===== src/rtl/sb_arb_pkg.sv =====
// -----------------------------------------------------------------------------
// sb_arb_pkg
// Shared definitions for the source-to-sink round-robin arbiter:
//   arb_state_t    - arbiter state (IDLE between grants, GRANT while serving)
//   DEF_DATA_W     - default payload width
//   MAX_SRC        - largest supported source count
//   MAX_IDX_W      - index width that covers MAX_SRC sources
//   onehot_to_idx  - converts a one-hot vector (up to MAX_SRC wide) to an index
// -----------------------------------------------------------------------------
package sb_arb_pkg;

  typedef enum logic [0:0] {
    IDLE  = 1'b0,
    GRANT = 1'b1
  } arb_state_t;

  localparam int DEF_DATA_W = 8;
  localparam int MAX_SRC    = 16;
  localparam int MAX_IDX_W  = 4;

  // OR of the indices of all set bits; exact for a one-hot or all-zero vector.
  function automatic logic [MAX_IDX_W-1:0] onehot_to_idx(input logic [MAX_SRC-1:0] vec);
    logic [MAX_IDX_W-1:0] idx;
    idx = {MAX_IDX_W{1'b0}};
    for (int i = 0; i < MAX_SRC; i++) begin
      if (vec[i]) begin
        idx = idx | MAX_IDX_W'(i);
      end else begin
        idx = idx;
      end
    end
    return idx;
  endfunction

endpackage : sb_arb_pkg


===== src/rtl/rr_pick.sv =====
// -----------------------------------------------------------------------------
// rr_pick
// Combinational round-robin priority picker. The search starts at the entry
// just after last_ptr and wraps modulo N, so the most recently served index
// has the lowest priority.
// Ports:
//   req        [N]   request vector
//   last_ptr   [IW]  index served most recently
//   gnt_onehot [N]   one-hot winner, zero when no request
//   gnt_idx    [IW]  winner index, zero when no request
//   any        [1]   at least one request present
// -----------------------------------------------------------------------------
module rr_pick
  import sb_arb_pkg::*;
#(
  parameter  int N  = 4,
  localparam int IW = $clog2(N)
) (
  input  logic [N-1:0]  req,
  input  logic [IW-1:0] last_ptr,
  output logic [N-1:0]  gnt_onehot,
  output logic [IW-1:0] gnt_idx,
  output logic          any
);

  logic [IW-1:0] pos_s;

  // Walk the requests in rotated order; the first hit wins.
  always_comb begin
    gnt_onehot = {N{1'b0}};
    any        = 1'b0;
    pos_s      = {IW{1'b0}};
    for (int i = 1; i <= N; i++) begin
      pos_s = IW'((int'(last_ptr) + i) % N);
      if (!any && req[pos_s]) begin
        gnt_onehot[pos_s] = 1'b1;
        any               = 1'b1;
      end else begin
        any = any;
      end
    end
  end

  assign gnt_idx = IW'(onehot_to_idx(MAX_SRC'(gnt_onehot)));

endmodule : rr_pick


===== src/rtl/sb_rr_arbiter_chk.sv =====
// -----------------------------------------------------------------------------
// sb_rr_arbiter_chk
// Invariant checker for sb_rr_arbiter's internal state.
// Ports:
//   clk_i, rstn_i    clock and synchronous active-low reset
//   grant [N_SRC]    registered one-hot grant
//   busy             registered GRANT-state flag
//   burst_cnt [CW]   transfers already made in the current grant
// -----------------------------------------------------------------------------
module sb_rr_arbiter_chk #(
  parameter int N_SRC     = 4,
  parameter int BURST_MAX = 4,
  parameter int CW        = 3
) (
  input logic             clk_i,
  input logic             rstn_i,
  input logic [N_SRC-1:0] grant,
  input logic             busy,
  input logic [CW-1:0]    burst_cnt
);

  grant_onehot0_a : assert property (@(posedge clk_i) disable iff (!rstn_i) $onehot0(grant));
  busy_grant_a    : assert property (@(posedge clk_i) disable iff (!rstn_i) busy == (|grant));
  cnt_bound_a     : assert property (@(posedge clk_i) disable iff (!rstn_i) int'(burst_cnt) < BURST_MAX);

endmodule : sb_rr_arbiter_chk


===== src/rtl/sb_rr_arbiter.sv =====
// -----------------------------------------------------------------------------
// sb_rr_arbiter
// Shares one valid/ready sink between N_SRC valid/ready sources. One source is
// granted at a time in round-robin order for at most BURST_MAX transfers; the
// granted source's handshake and data pass straight through. One idle cycle
// always separates two grants. No data is buffered.
// Ports:
//   clk_i      [1]             clock, all state on rising edge
//   rstn_i     [1]             synchronous active-low reset
//   s_valid_i  [N_SRC]         per-source valid
//   s_data_i   [N_SRC*DATA_W]  per-source data, source k at [k*DATA_W +: DATA_W]
//   s_ready_o  [N_SRC]         per-source ready
//   m_valid_o  [1]             valid to sink
//   m_data_o   [DATA_W]        data to sink
//   m_ready_i  [1]             ready from sink
//   grant_o    [N_SRC]         one-hot current grant, zero when idle
//   busy_o     [1]             high while a source is granted
// -----------------------------------------------------------------------------
module sb_rr_arbiter
  import sb_arb_pkg::*;
#(
  parameter int N_SRC     = 4,
  parameter int DATA_W    = DEF_DATA_W,
  parameter int BURST_MAX = 4
) (
  input  logic                    clk_i,
  input  logic                    rstn_i,
  input  logic [N_SRC-1:0]        s_valid_i,
  input  logic [N_SRC*DATA_W-1:0] s_data_i,
  output logic [N_SRC-1:0]        s_ready_o,
  output logic                    m_valid_o,
  output logic [DATA_W-1:0]       m_data_o,
  input  logic                    m_ready_i,
  output logic [N_SRC-1:0]        grant_o,
  output logic                    busy_o
);

  localparam int IDX_W = $clog2(N_SRC);
  localparam int CNT_W = $clog2(BURST_MAX + 1);
  localparam logic [CNT_W-1:0] LAST_CNT = CNT_W'(BURST_MAX - 1);
  localparam logic [IDX_W-1:0] RST_PTR  = IDX_W'(N_SRC - 1);

  arb_state_t         state_r;
  logic [N_SRC-1:0]   grant_r;
  logic [IDX_W-1:0]   g_idx_r;
  logic [IDX_W-1:0]   last_ptr_r;
  logic [CNT_W-1:0]   burst_cnt_r;
  logic               busy_r;

  logic [N_SRC-1:0]   pick_onehot_s;
  logic [IDX_W-1:0]   pick_idx_s;
  logic               pick_any_s;
  logic               m_valid_s;
  logic [DATA_W-1:0]  m_data_s;
  logic [N_SRC-1:0]   s_ready_s;
  logic               xfer_s;

  rr_pick #(
    .N (N_SRC)
  ) u_pick (
    .req        (s_valid_i),
    .last_ptr   (last_ptr_r),
    .gnt_onehot (pick_onehot_s),
    .gnt_idx    (pick_idx_s),
    .any        (pick_any_s)
  );

  // Pass-through of the granted source; grant_r is all-zero in IDLE, which
  // forces every sink-side and ready output to zero there.
  always_comb begin
    m_valid_s = 1'b0;
    m_data_s  = {DATA_W{1'b0}};
    s_ready_s = {N_SRC{1'b0}};
    if (state_r == GRANT) begin
      m_valid_s = |(s_valid_i & grant_r);
      s_ready_s = grant_r & {N_SRC{m_ready_i}};
      for (int k = 0; k < N_SRC; k++) begin
        m_data_s = m_data_s | (s_data_i[k*DATA_W +: DATA_W] & {DATA_W{grant_r[k]}});
      end
    end else begin
      m_valid_s = 1'b0;
    end
  end

  assign xfer_s = m_valid_s & m_ready_i;

  // Grant/release sequencing, burst counting and round-robin pointer.
  always_ff @(posedge clk_i) begin
    if (!rstn_i) begin
      state_r     <= IDLE;
      grant_r     <= {N_SRC{1'b0}};
      g_idx_r     <= {IDX_W{1'b0}};
      last_ptr_r  <= RST_PTR;
      burst_cnt_r <= {CNT_W{1'b0}};
      busy_r      <= 1'b0;
    end else begin
      case (state_r)
        IDLE: begin
          if (pick_any_s) begin
            state_r     <= GRANT;
            grant_r     <= pick_onehot_s;
            g_idx_r     <= pick_idx_s;
            burst_cnt_r <= {CNT_W{1'b0}};
            busy_r      <= 1'b1;
          end
        end
        GRANT: begin
          // A dropped valid releases without a transfer; a full burst
          // releases on its last transfer.
          if (!m_valid_s || (xfer_s && (burst_cnt_r == LAST_CNT))) begin
            state_r     <= IDLE;
            grant_r     <= {N_SRC{1'b0}};
            last_ptr_r  <= g_idx_r;
            burst_cnt_r <= {CNT_W{1'b0}};
            busy_r      <= 1'b0;
          end else if (xfer_s) begin
            burst_cnt_r <= burst_cnt_r + CNT_W'(1'b1);
          end
        end
        default: begin
          state_r     <= IDLE;
          grant_r     <= {N_SRC{1'b0}};
          burst_cnt_r <= {CNT_W{1'b0}};
          busy_r      <= 1'b0;
        end
      endcase
    end
  end

  assign m_valid_o = m_valid_s;
  assign m_data_o  = m_data_s;
  assign s_ready_o = s_ready_s;
  assign grant_o   = grant_r;
  assign busy_o    = busy_r;

  sb_rr_arbiter_chk #(
    .N_SRC     (N_SRC),
    .BURST_MAX (BURST_MAX),
    .CW        (CNT_W)
  ) u_chk (
    .clk_i     (clk_i),
    .rstn_i    (rstn_i),
    .grant     (grant_r),
    .busy      (busy_r),
    .burst_cnt (burst_cnt_r)
  );

endmodule : sb_rr_arbiter


===== config.mk =====
export PLATFORM = sky130hd
export DESIGN_NAME = sb_rr_arbiter
export DESIGN_NICKNAME = d
export VERILOG_FILES = /design/src/rtl/sb_arb_pkg.sv /design/src/rtl/rr_pick.sv /design/src/rtl/sb_rr_arbiter_chk.sv /design/src/rtl/sb_rr_arbiter.sv
export SDC_FILE = /design/constraint.sdc
export NUM_CORES = 1
export LEC_CHECK = 0
export CORE_ASPECT_RATIO = 1.4
export CORE_MARGIN = 4
export CORE_UTILIZATION = 40
export DETAILED_ROUTE_END_ITERATION = 7
export PLACE_DENSITY = 0.84
export SLEW_MARGIN = 20
export SYNTH_ARGS = -nofsm -noshare
export SYNTH_HDL_FRONTEND = slang
export SYNTH_SLANG_ARGS = --single-unit

===== constraint.sdc =====
create_clock -name clk_i -period 2.73 [get_ports clk_i]
set_input_delay 0.273 -clock clk_i [delete_from_list [all_inputs] [get_ports clk_i]]
set_output_delay 0.273 -clock clk_i [all_outputs]
set_load 0.03 [all_outputs]

After elaboration in Yosys (flattened, before gate mapping) --
Index checks and enable logic that the tools add are counted.
Operators by class: reduce and logical (&&, ||, !) cells 18, div/mod/pow operators 0, multiplexer cells 43, $mul 0, eq/ne operators 4, bitwise logic cells 14, shift-type cells 0, add/subtract/negate cells 5, order comparisons 8
Operators by type and width (number):
- $and A8 B8 Y8 | 4
- $mux W4 | 7
- $or A8 B8 Y8 | 3
- $mux W1 | 18
- $lt A2 B3 Y1 const B | 4
- $or A4 B4 Y4 | 3
- $mux W3 | 3
- $and A4 B4 Y4 | 2
- $bmux W1 S2 | 4
- $demux W1 S2 | 4
- $ge A2 B1 Y1 const B | 4
- $logic_and A1 B1 Y1 | 8
- $mux W8 | 1
- $pmux W4 S2 | 1
- $reduce_and A2 Y1 | 4
- $pmux W3 S2 | 1
- $add A2 B1 Y2 const B | 2
- $add A2 B2 Y2 const B | 2
- $logic_not A1 Y1 | 4
- $mux W2 | 2
- $pmux W1 S2 | 2
- $reduce_or A4 Y1 | 1
- $add A3 B1 Y3 const B | 1
- $eq A3 B2 Y1 const B | 1
- 6 further kinds | 6
Word-level totals: input port bits 39, memory bits (writable) 0, register bits after elaboration 13, latch bits 0, logic and storage cells 98, memory bits (read-only) 0, memories 0

Longest topological paths before layout --
Gate-level depths: netlist (run 1).
depth after elaboration 16, mapped depth 9, gate-level depth less buffers 7

Hierarchy --
Synthesis (run 1) repeated with hierarchy kept, for this count alone.
Unflattened totals: cells, all modules 179, area total of the unflattened synthesis 1542.7 um^2
Modules (own cells, without submodules):
- sb_rr_arbiter | cells an instance 111, area each 977.2 um^2, times used 1
- rr_pick | cells an instance 68, area each 565.5 um^2, times used 1

Least setup slack after synthesis (run 1) --
Ideal clock, no wire load.
path kind reg-to-reg, from reg last_ptr_r[0], to reg state_r, stages on the path, launching flop included 9, library setup time 0.115 ns, required time 2.615 ns, period minus slack after synthesis 2.343 ns, arrival time 2.228 ns, path slack 0.387 ns, path through dfxtp_1 buf_6 inv_1 ha_1 mux4_2 nor4_4 nor2_2 buf_6 o21a_1
On the way: word-level cells in the longest chain between the ends 15, elaborated cells between the ends (all ways) 24
RTL lines:
- start, declared | line sb_rr_arbiter.sv:46 | logic [IDX_W-1:0] last_ptr_r;
- start signal, assigned | line sb_rr_arbiter.sv:113 | last_ptr_r <= g_idx_r;
- $add A2 B1 Y2 | line rr_pick.sv:34 | pos_s = IW'((int'(last_ptr) + i) % N);
- $bmux W1 S2 | line rr_pick.sv:35 | if (!any && req[pos_s]) begin
- $mux W1 (implied by the code) | line rr_pick.sv:35
- $mux W1 | line rr_pick.sv:35
- $logic_not A1 Y1 | line rr_pick.sv:35
- $logic_and A1 B1 Y1 | line rr_pick.sv:35
- $mux W1 | line rr_pick.sv:35
- $logic_not A1 Y1 | line rr_pick.sv:35
- $logic_and A1 B1 Y1 | line rr_pick.sv:35
- $mux W1 | line rr_pick.sv:35
- $logic_not A1 Y1 | line rr_pick.sv:35
- $logic_and A1 B1 Y1 | line rr_pick.sv:35
- $mux W1 (*) | line rr_pick.sv:35
- $mux W1 (*) | line sb_rr_arbiter.sv:99 | if (pick_any_s) begin
- $pmux W1 S2 (*) | line sb_rr_arbiter.sv:97 | case (state_r)
- end signal, assigned | line sb_rr_arbiter.sv:90 | state_r <= IDLE;
- end signal, assigned | line sb_rr_arbiter.sv:100 | state_r <= GRANT;
- end signal, assigned | line sb_rr_arbiter.sv:111 | state_r <= IDLE;
- end, declared | line sb_rr_arbiter.sv:43 | arb_state_t state_r;
Every way passes the cells marked *; elsewhere a longest branch is shown, timed or not. The select of a mux whose other input is x is not followed. A chain may end at the register's enable or synchronous reset.

Worst setup path in the final report (run 1) --
from reg last_ptr_r[1], to reg grant_r[2], in the netlist grant_o[2]
On the way: word-level cells in the longest chain between the ends 15, elaborated cells between the ends (all ways) 53
RTL lines:
- parallel branches: the longest is 15 deep, another holds $lt A2 B3 Y1
- end signal, assigned | line sb_rr_arbiter.sv:91 | grant_r <= {N_SRC{1'b0}};
- end signal, assigned | line sb_rr_arbiter.sv:101 | grant_r <= pick_onehot_s;
- end signal, assigned | line sb_rr_arbiter.sv:112 | grant_r <= {N_SRC{1'b0}};
- end, declared | line sb_rr_arbiter.sv:44 | logic [N_SRC-1:0] grant_r;
Several ways; the timed one is not identified. The select of a mux whose other input is x is not followed.

==> results.py, run 1 <==
metrics = {
    "synthesis": {
        "async_flop_share_pct": 0,
        "synthCells": 132,
        "yosys_warnings": 0,
        "synth_area_mm2": 0.001184,
        "yosysUniqueCellTypes": 35,
        "synth_edf_count": 0,
        "synth_xor_area_share_pct": 0,
        "synth-seq-cells": 13,
        "synth_area_per_cell_um2": 8.967,
        "synth_ff_type": "dfxtp_1",
        "synth_simple_gate_area_share_pct": 21.56,
        "synthesis.nets": 181,
        "synth-compound-area-share_pct": 29.07,
        "synthAdderAreaFrac_pct": 10.57,
        "ys_seq_area_share_pct": 21.99,
        "synth_top_family_by_area": "compound AO/OA/AOI/OAI gates",
        "synth_mux_area_share_pct": 10.99,
    },
    "grt": {
        "grt_max_degree": 15,
        "grtUsageTotal_pct": 19.08,
        "grt_pass1_vias": 1202,
        "grt_pass1_wl_um": 5589,
        "antenna_found_initial": 0,
        "grt.overflow.total": 0,
    },
    "floorplanning": {
        "num_rows": 23,
        "ios": 57,
        "core_area_mm2": 0.002849,
        "die_h_um": 72.37,
        "fp.dieArea_mm2": 0.003906,
        "initial_core_util_pct": 41.55,
        "fp.dieW_um": 53.98,
    },
    "clock_tree": {
        "cts.sinks": 13,
        "cts_resized": 0,
        "cts_made_buffers": 3,
        "cts_buffer_depth": 2,
        "cts_tree": "built",
        "htree_levels": 1,
        "clockRootBuffer": "clkbuf_8",
        "clk_latency_ps": 240,
        "clk_pin_slew_ps": 50,
        "hold_buffers": 0,
        "post_cts_buffers": 0,
    },
    "critical_path": {
        "worstPathArrival_ps": 2720,
        "r2r_slack_ps": 180,
        "timing.rr.end": "grant_o[2]",
        "cp_max_fo": 14,
        "end_kind": "flop",
        "crit_type": "reg2reg",
        "r2r_cells": 7,
        "critPathRequiredTime_ps": 2900,
        "rr_startpoint": "last_ptr_r[1]",
        "start_kind": "flop",
    },
    "worst_hold_path": {
        "min_path_cells": 2,
        "hp-class": "reg2reg",
        "min_to": "last_ptr_r[1]",
        "min-delay-start": "g_idx_r[1]",
    },
    "sta": {
        "whs_ps": 477.3,
        "finClkSkew_ps": 3.103,
        "post-route-period-util_pct": 93.51,
        "setup_violations": 0,
        "rsz0062_at_grt": "no",
        "setup-tns-final_ps": 0,
        "max_freq_ghz": 0.3917,
        "tightest_slew_ps": 440.1,
        "max_slew_margin_pct": 70.63,
        "slew_violations": 0,
        "period_minus_slack_ps": 2553,
        "hold_viol_final": 0,
    },
    "drt": {
        "first_iter_violations": 34,
        "wl_per_cell_um": 16.58,
        "drc_errors": 0,
        "drt-pass1-iter-count": 4,
        "wirelength_um": 3697,
        "via_per_inst": 5.758,
        "vias": 1284,
        "ant_nets": 0,
    },
    "power_and_ir_drop": {
        "powerDensity_mw_per_mm2": 764.1,
        "leakage_nw": 0.6974,
        "ir_drop_v": 0.0005037,
    },
    "outcome": {
        "status": "completed",
    },
    "cells_and_area": {
        "mostFrequentLayoutCells": "56 x clkdlybuf4s50_1, 17 x a22oi_1, 17 x a21oi_1, 13 x dfxtp_1, 10 x ha_1",
        "drive_gt1_share_pct": 9.677,
        "n_antenna_cell": 0,
        "num-nets-final": 236,
        "mostFrequentLayoutCell": "clkdlybuf4s50_1",
        "area_growth_pct": 52.11,
        "fillerInstances": 226,
    },
    "placement": {
        "gp_congestion": 0.8543,
        "dpl.hpwl_um": 2952,
        "io_buffers": 56,
    },
    "flow_run": {
        "cap_violations": 0,
    },
}
[worst max-delay path: stages (launching register included)]
cell,delay (ps)
dfxtp_1,480
inv_1,150
ha_1,350
mux4_2,620
nor4_4,360
nor2_2,160
nand3b_1,200
a21boi_1,160
[cell type report]
class,instances,area [um2],share of cell area (%)
repair buffers,58,575.6,31.97
multi-input cells,106,854.6,47.46
inverters,5,18.77,1.042
clock buffers,4,45.04,2.502
flip-flops and latches,13,260.3,14.45
well taps,37,46.29,2.571
[logic make-up after synthesis]
group	Yosys count
AND/OR/NAND/NOR	36
AO/OA/AOI/OAI	52
adder cells (fa/ha/maj)	10
flip-flops	13
buffers and inverters	13
multiplexers	8
[through the flow]
step	power, mW	cells	util, %	cell area (um2)	worst slack, ps
floorplan	0.9321	132	-	1184	387.2
global placement	1.179	219	61.62	1755	356.0
detailed placement	1.203	219	61.62	1755	203.9
CTS	1.375	223	63.20	1800	190.6
global route	1.475	223	63.20	1800	2.500
finish	1.376	223	63.20	1800	177.2
[worst max path at each step]
stage,cells past startpoint,endpoint,start,slack [ps]
finish,7,grant_o[2],last_ptr_r[1],180
global route,7,grant_o[2],last_ptr_r[1],3
CTS,7,grant_o[2],last_ptr_r[1],190
detailed placement,7,grant_o[2],last_ptr_r[1],200
global placement,7,grant_o[2],last_ptr_r[1],360
floorplan,8,state_r,last_ptr_r[0],390
[power breakdown]
part           switching (mW)  leakage (nW)  internal, mW
clock                  0.0675        0.0228         0.103
sequential             0.0986         0.107         0.243
combinational           0.461         0.567         0.403
total                   0.627         0.697         0.749
[cells in the mapped netlist, types with 3 or more instances]
library cell	count	share of area (%)
a21oi_1	17	7.2
a22oi_1	17	11
dfxtp_1	13	22
ha_1	10	11
nand3b_1	6	3.8
o21ai_1	6	2.5
clkbuf_1	5	1.6
nor2b_1	5	2.6
a21boi_1	4	2.5
and3_1	4	2.1
inv_1	4	1.3
mux2i_1	4	3.4
mux4_2	4	7.6
and2_1	3	1.6
nand2_1	3	0.95
[per-layer routing]
metal / GRT usage, % / wire length (um)
met4: 6.925 / 84
met2: 35.04 / 1767
met1: 19.72 / 1370
met3: 5.339 / 475
met5: 0 / 0
[registers in the layout (all words and copies together), names as in the netlist]
| name | flops |
|---|---|
| grant_o | 4 |
| burst_cnt_r | 3 |
| g_idx_r | 2 |
| last_ptr_r | 2 |
| busy_o | 1 |
| state_r | 1 |
(Power assumes the default switching activity.)
==> run 2: changes to the inputs <==
- CORE_UTILIZATION: 40 -> 25
- PLACE_DENSITY: 0.84 -> 0.59
==> run 2 against run 1 <==
Sequential power about the same. Critical endpoint unchanged. Fmax increased by 13%. Combinational power about the same. Count of clock-buffer cells in the layout decreased by 1. Register-to-register slack improved by 280 ps. Via count decreased by 5.5%. Clock skew increased by 1.2 ps. Die area increased by 51%.
==> results.py, run 2 (same netlist as run 1, synthesis figures left out) <==
metrics = {
    "cells_and_area": {
        "final_cell_area_mm2": 0.001841,
        "num-nets-final": 237,
        "seq_area_um2": 260.3,
        "fillerInstances": 483,
        "n_antenna_cell": 0,
        "drive_gt1_share_pct": 10.70,
        "mostFrequentLayoutCell": "clkdlybuf4s50_1",
        "final_core_util_pct": 40.26,
        "multiInputGateArea_um2": 854.6,
        "area_growth_pct": 55.50,
        "largest_reg_flops": 4,
        "mostFrequentLayoutCells": "56 x clkdlybuf4s50_1, 17 x a22oi_1, 17 x a21oi_1, 13 x dfxtp_1, 10 x ha_1",
    },
    "drt": {
        "wirelength_um": 3518,
        "first_iter_violations": 34,
        "drt-pass1-iter-count": 4,
        "wl_per_cell_um": 14.13,
        "via_per_inst": 4.871,
        "vias": 1213,
        "ant_nets": 0,
        "drc_errors": 0,
    },
    "worst_hold_path": {
        "hp-class": "reg2reg",
    },
    "floorplanning": {
        "fp.dieW_um": 66.16,
        "core_area_mm2": 0.004572,
        "die_h_um": 89.42,
        "initial_core_util_pct": 25.89,
        "fp.dieArea_mm2": 0.005915,
        "ios": 57,
        "num_rows": 29,
    },
    "clock_tree": {
        "clk_latency_ps": 250,
        "cts_made_buffers": 3,
        "post_cts_buffers": 0,
        "cts_buffer_depth": 2,
        "cts.sinks": 13,
        "htree_levels": 1,
        "clk_pin_slew_ps": 60,
        "clockRootBuffer": "clkbuf_8",
        "cts_resized": 0,
        "hold_buffers": 0,
        "cts_tree": "built",
    },
    "grt": {
        "grt.overflow.total": 0,
        "antenna_found_initial": 0,
        "grt_max_degree": 15,
        "grt_pass1_vias": 1148,
        "grt_pass1_wl_um": 5451,
        "grtUsageTotal_pct": 11.56,
    },
    "power_and_ir_drop": {
        "powerDensity_mw_per_mm2": 749.4,
        "leakage_nw": 0.7045,
        "ir_drop_v": 0.0002295,
    },
    "critical_path": {
        "end_kind": "flop",
        "worstPathArrival_ps": 2450,
        "cp_max_fo": 14,
        "critPathRequiredTime_ps": 2910,
        "crit_type": "reg2reg",
        "start_kind": "flop",
    },
    "sta": {
        "hold_viol_final": 0,
        "tightest_slew_ps": 467.5,
        "slew_violations": 0,
        "post-route-period-util_pct": 83.09,
        "setup_violations": 0,
        "whs_ps": 485.2,
        "period_minus_slack_ps": 2268,
        "setup-tns-final_ps": 0,
        "rsz0062_at_grt": "no",
        "max_slew_margin_pct": 68.79,
        "max_freq_ghz": 0.4408,
        "finClkSkew_ps": 4.303,
    },
    "flow_run": {
        "cap_violations": 0,
    },
    "outcome": {
        "status": "completed",
    },
    "placement": {
        "dpl.hpwl_um": 2821,
        "io_buffers": 56,
        "gp_congestion": 0.8334,
        "placed_area_mm2": 0.001794,
    },
}
-- run 2: worst paths after layout --
check                                    from       endpoint  slack, ps  cells after the start
worst max-delay path            last_ptr_r[1]     grant_o[2]        460                      7
worst max register to register  last_ptr_r[1]     grant_o[2]        460                      7
worst min-delay path               g_idx_r[1]  last_ptr_r[1]        490                      2
worst min register to register     g_idx_r[1]  last_ptr_r[1]        490                      2
-- run 2: critical path: stages (launching register included) --
cell	delay (ps)
dfxtp_1	320
inv_1	80
ha_1	330
mux4_2	620
nor4_4	350
nor2_2	160
nand3b_1	190
a21boi_1	150
-- run 2: through the flow --
stage	worst slack, ps	power (mW)	cells
2_1_floorplan	387.2	0.9321	132
3_3_place_gp	483.7	1.221	245
3_5_place_dp	446.9	1.220	245
4_1_cts	448.0	1.398	249
5_1_grt	278.8	1.484	249
6_report	461.5	1.379	249
-- run 2: metal layers --
| layer | share of wire [%] | wire length, um | vias to the layer above | track usage [%] |
|---|---|---|---|---|
| li1 | - | - | 613 | - |
| met5 | 0 | 0 | - | 0 |
| met2 | 50 | 1768 | 47 | 22.49 |
| met3 | 9.9 | 349 | 4 | 3.774 |
| met4 | 0.77 | 27 | 0 | 2.218 |
| met1 | 39 | 1374 | 549 | 11.88 |
-- run 2: layout make-up --
cell class,count,area share (%)
Clock inverter,1,0.2719
Clock buffer,3,2.243
Timing Repair Buffer,59,31.68
Multi-Input combinational cell,106,46.43
Sequential cell,13,14.14
Inverter,5,1.020
Tap cell,62,4.215
-- run 2: where the power goes --
group	internal (mW)	switching, mW
registers	0.242	0.0959
clock network	0.101	0.0734
logic	0.407	0.459
total	0.751	0.629
